### src/rtl/rr_arbiter_8.sv
// Eight-way round-robin arbiter with a registered grant index for the downstream 3-to-8 decoder.
// A grant is held until the owner is done, drops its request, or hits the MAX_HOLD limit.
module rr_arbiter_8 #(
    parameter int MAX_HOLD = 16
) (
    input  logic       clk,
    input  logic       reset,
    input  logic [7:0] req,
    input  logic       done,
    output logic [2:0] grant_idx,
    output logic       grant_valid,
    output logic       timeout,
    output logic [2:0] ptr
);

    localparam logic [7:0] HOLD_LIMIT = 8'(MAX_HOLD);
    localparam logic       LIMIT_EN   = (MAX_HOLD != 0);

    typedef enum logic {
        IDLE  = 1'b0,
        GRANT = 1'b1
    } state_t;

    state_t     state_reg;
    logic [2:0] grant_idx_reg;
    logic       grant_valid_reg;
    logic       timeout_reg;
    logic [2:0] ptr_reg;
    logic [7:0] hold_cnt_reg;

    // Requests rotated so that bit 0 corresponds to the current search start.
    logic [7:0] rot_req;
    logic [2:0] sel_off;
    logic [2:0] sel_idx;

    generate
        for (genvar gi = 0; gi < 8; gi++) begin : g_rot
            logic [2:0] pos;
            assign pos         = ptr_reg + 3'(gi);
            assign rot_req[gi] = req[pos];
        end
    endgenerate

    always_comb begin
        sel_off = 3'd0;
        for (int i = 7; i >= 0; i--) begin
            if (rot_req[i]) begin
                sel_off = 3'(i);
            end
        end
    end

    assign sel_idx = ptr_reg + sel_off;

    logic rel_done;
    logic rel_drop;
    logic rel_limit;
    logic rel_any;

    assign rel_done  = done;
    assign rel_drop  = ~req[grant_idx_reg];
    assign rel_limit = LIMIT_EN && (hold_cnt_reg == HOLD_LIMIT);
    assign rel_any   = rel_done | rel_drop | rel_limit;

    always_ff @(posedge clk) begin
        if (reset) begin
            state_reg       <= IDLE;
            grant_idx_reg   <= 3'd0;
            grant_valid_reg <= 1'b0;
            timeout_reg     <= 1'b0;
            ptr_reg         <= 3'd0;
            hold_cnt_reg    <= 8'd0;
        end else begin
            timeout_reg <= 1'b0;
            case (state_reg)
                IDLE: begin
                    if (|req) begin
                        state_reg       <= GRANT;
                        grant_idx_reg   <= sel_idx;
                        grant_valid_reg <= 1'b1;
                        hold_cnt_reg    <= 8'd1;
                    end
                end
                GRANT: begin
                    if (rel_any) begin
                        state_reg       <= IDLE;
                        grant_valid_reg <= 1'b0;
                        ptr_reg         <= grant_idx_reg + 3'd1;
                        hold_cnt_reg    <= 8'd0;
                        // A limit hit that coincides with a normal release is not a timeout.
                        timeout_reg     <= rel_limit & ~rel_done & ~rel_drop;
                    end else if (hold_cnt_reg != 8'hFF) begin
                        hold_cnt_reg <= hold_cnt_reg + 8'd1;
                    end
                end
                default: begin
                    state_reg       <= IDLE;
                    grant_valid_reg <= 1'b0;
                end
            endcase
        end
    end

    assign grant_idx   = grant_idx_reg;
    assign grant_valid = grant_valid_reg;
    assign timeout     = timeout_reg;
    assign ptr         = ptr_reg;

endmodule
### config.mk
export PLATFORM = sky130hd
export DESIGN_NAME = rr_arbiter_8
export DESIGN_NICKNAME = d
export VERILOG_FILES = /design/src/rtl/rr_arbiter_8.sv
export SDC_FILE = /design/constraint.sdc
export NUM_CORES = 1
export LEC_CHECK = 0
export ABC_AREA = 1
export CELL_PAD_IN_SITES_DETAIL_PLACEMENT = 1
export CELL_PAD_IN_SITES_GLOBAL_PLACEMENT = 1
export CORE_MARGIN = 5
export CORE_UTILIZATION = 41
export CTS_CLUSTER_SIZE = 25
export DETAILED_ROUTE_END_ITERATION = 16
export PLACE_DENSITY = 0.94
export SLEW_MARGIN = 40
export SYNTH_ARGS = -nofsm -noshare
export SYNTH_HDL_FRONTEND = slang
export SYNTH_SLANG_ARGS = --single-unit
### constraint.sdc
create_clock -name clk -period 4.65 [get_ports clk]
set_input_delay 0.93 -clock clk [delete_from_list [all_inputs] [get_ports clk]]
set_output_delay 0.93 -clock clk [all_outputs]
set_load 0.01 [all_outputs]
==> results by group <==
Run status
  – Outcome: completed

Synth
  – Ys Warns: 0
  – Yosys reg bits: 17
  – Ys async rst share: 0%
  – Synth Flop Type: dfxtp_1
  – Synthesized netlist cell count: 254
  – Number of synthesized flops with an enable pin: 0
  – Syn_nets: 272
  – Post-synthesis instance area: 1520 um2
  – Post-synth cell types: 26
  – Synthesized area per cell: 5.99 um2
  – Sequential share of the synthesized area: 22.4%

Routing
  – Initial DRC count: 86
  – Antenna Nets Post-Route: 0
  – Via density: 5.32
  – Routed length per placed instance: 14.4 um
  – TritonRoute pass-1 iters: 4
  – Post-Route WL: 4600 um
  – Via count: 1703
  – Residual DRC: 0

Power
  – Max IR drop VDD: 0.240 mV
  – Leakage: 0.839 nW
  – Pwr Density: 418 nW/um2
  – Power Total: 0.000739 W

Critical path
  – Critical path required time: 4.80 ns
  – Slack of the worst reg-to-reg path: 1.29 ns
  – Crit. End Element: flip-flop
  – Most used cell, CP: nand2_1
  – Crit path max-delay cell type: clkdlybuf4s50_1
  – Crit-path cells: clkdlybuf4s50_1 -> nand2_1 -> nand3_1 -> nand2_1 -> o21ai_0 -> nand2_1 -> nand2_1 -> nand2_1 -> nand2_1 -> nand2_1 -> a21boi_1 -> ha_1 -> inv_1 -> fa_1 -> xor2_1 -> inv_1 -> nand2_1 -> nand3_1 -> nand2_1 -> inv_1
  – Worst setup SP type: input port
  – Crit path DAT: 3.51 ns
  – Setup CP Type: in -> reg
  – Slowest cell delay on critical path: 0.52 ns
  – CP Max Fanout: 3

Floorplan
  – Die area: 5030 um2
  – DIE WIDTH: 70.9 um
  – IO Pins: 19
  – DIE HEIGHT: 70.9 um
  – FP Rows: 22
  – Core area: 3630 um2
  – Initial Util: 41.8%

Layout
  – # diodes: 0
  – Max reg flops: 8
  – Share of cells above drive strength 1: 4.41%
  – Final Net Count: 291
  – P&R area growth vs syn: 16.3%

Clock network
  – Sinks on Clock Net: 17
  – Clock transition at path regs: 0.06 ns
  – Post-CTS setup buffers: 0
  – Clock buffer depth: 2
  – CTS root buf: clkbuf_8
  – TritonCTS clock tree: built
  – Total CTS buffers: 3
  – CTS H-tree depth: 1
  – Post-CTS Hold Buffers: 0
  – Post-CTS sizing: 0
  – Worst-skew pair later-pin latency: 0.25 ns

STA
  – Peak Freq: 297 MHz
  – Tcrit/Tclk final: 72.3%
  – Min Tclk post-route: 3.36 ns
  – Hold violation count in the final report: 0
  – RSZ-0062 raised after global routing: no
  – Setup Viol. Count Final: 0
  – Worst slew pin tran: 0.472 ns
  – Slew margin rel.: 68.5%
  – Setup Skew: 0.00305 ns
  – Final TNS setup: 0 ns
  – Slew Limit Fails: 0

Placement
  – Dpl hpwl: 3660 um
  – Routability congestion estimate: 0.816
  – PortBufs: 18

Flow run
  – Max Cap Viol: 0

Worst hold path
  – Hold/Removal Path Class: reg -> reg

Global route
  – Initial antenna violation count: 0
  – Largest net degree at the start of global routing: 13
  – Aggregate global-route resource usage: 18.6%
  – First-pass GRT wire length: 7730 um
  – Vias in the first global route: 1668
  – Total grt overflow: 0
## report_power, final
part	total (W)	internal, W	switching, W
logic	0.000421	0.000157	0.000264
registers	0.000208	0.000165	0.0000430
clock network	0.000110	0.0000607	0.0000496
total	0.000739	0.000383	0.000357
## placed cells by master (no fill, tap or decap), drive strengths merged, types with 4 or more instances in the layout
cell	Yosys	routed
nand4	10	10
nand2	88	88
clkdlybuf4s50	0	18
xor2	7	7
clkbuf	0	4
nor2	18	18
a21oi	14	14
o21ai	10	10
ha	6	6
dfxtp	17	17
nand3	37	37
inv	35	35
## cell usage after synthesis, types with 6 or more instances
cell type / number / share of area, %
xor2_1: 7 / 4.0
nor2_1: 16 / 4.0
dfxtp_1: 17 / 22
a21oi_1: 14 / 4.6
o21ai_0: 8 / 2.6
nand3_1: 37 / 12
nand2_1: 85 / 21
nand4_1: 9 / 3.7
ha_1: 6 / 4.9
inv_1: 32 / 7.9
## cell families (layout without fill, tap and decap cells)
group                    count (synthesis)  in the layout  synth area share (%)
buffers and inverters                   39             57                  11.3
flip-flops                              17             17                  22.4
AND/OR/NAND/NOR                        156            156                  46.0
AO/OA/AOI/OAI                           26             26                  8.89
XOR/XNOR                                 9              9                  5.19
adder cells (fa/ha/maj)                  7              7                  6.26
## per-layer routing
metal  part of all wire [%]  global-route usage, %  routed length, um  up-vias
met5                      0                      0                  0        -
met2                     47                   31.2               2170       34
met4                   0.59                   2.30                 27        0
li1                       -                      -                  -      861
met3                    2.2                   2.56                100        6
met1                     50                   26.1               2300      802
## worst paths after layout
| check | startpoint | to | cells past startpoint |
|---|---|---|---|
| setup / recovery | req[2] | grant_idx[2] | 20 |
| hold / removal | hold_cnt_reg[4] | hold_cnt_reg[4] | 2 |
| setup reg to reg | ptr[1] | grant_idx[2] | 21 |
| hold reg to reg | hold_cnt_reg[4] | hold_cnt_reg[4] | 2 |
## cell type report
type,count,area [um2]
fill,525,1870
multi-input combinational,198,1010
sequential,17,340
clock buffer,4,45.0
tap,48,60.1
inverter,35,134
timing repair buffer,18,180
## per-stage QoR
step                area (um2)  instances  setup slack, ns  hold WS [ns]  util (%)
floorplan                 1520        254             1.82         0.449         -
global placement          1720        316             1.18         0.469      47.4
detailed placement        1720        316             1.02         0.490      47.4
CTS                       1770        320             1.31         0.498      48.7
global route              1770        320             1.01         0.524      48.7
finish                    1770        320             1.29         0.494      48.7
## critical path, delay by kind of cell
kind | cells | cell delay (ns)
simple gates | 11 | 0.79
buf+inv | 4 | 0.66
xor+xnor | 1 | 0.20
fa+ha+maj | 2 | 0.53
compound gates | 2 | 0.39
Power figures use the tool's default switching activity.
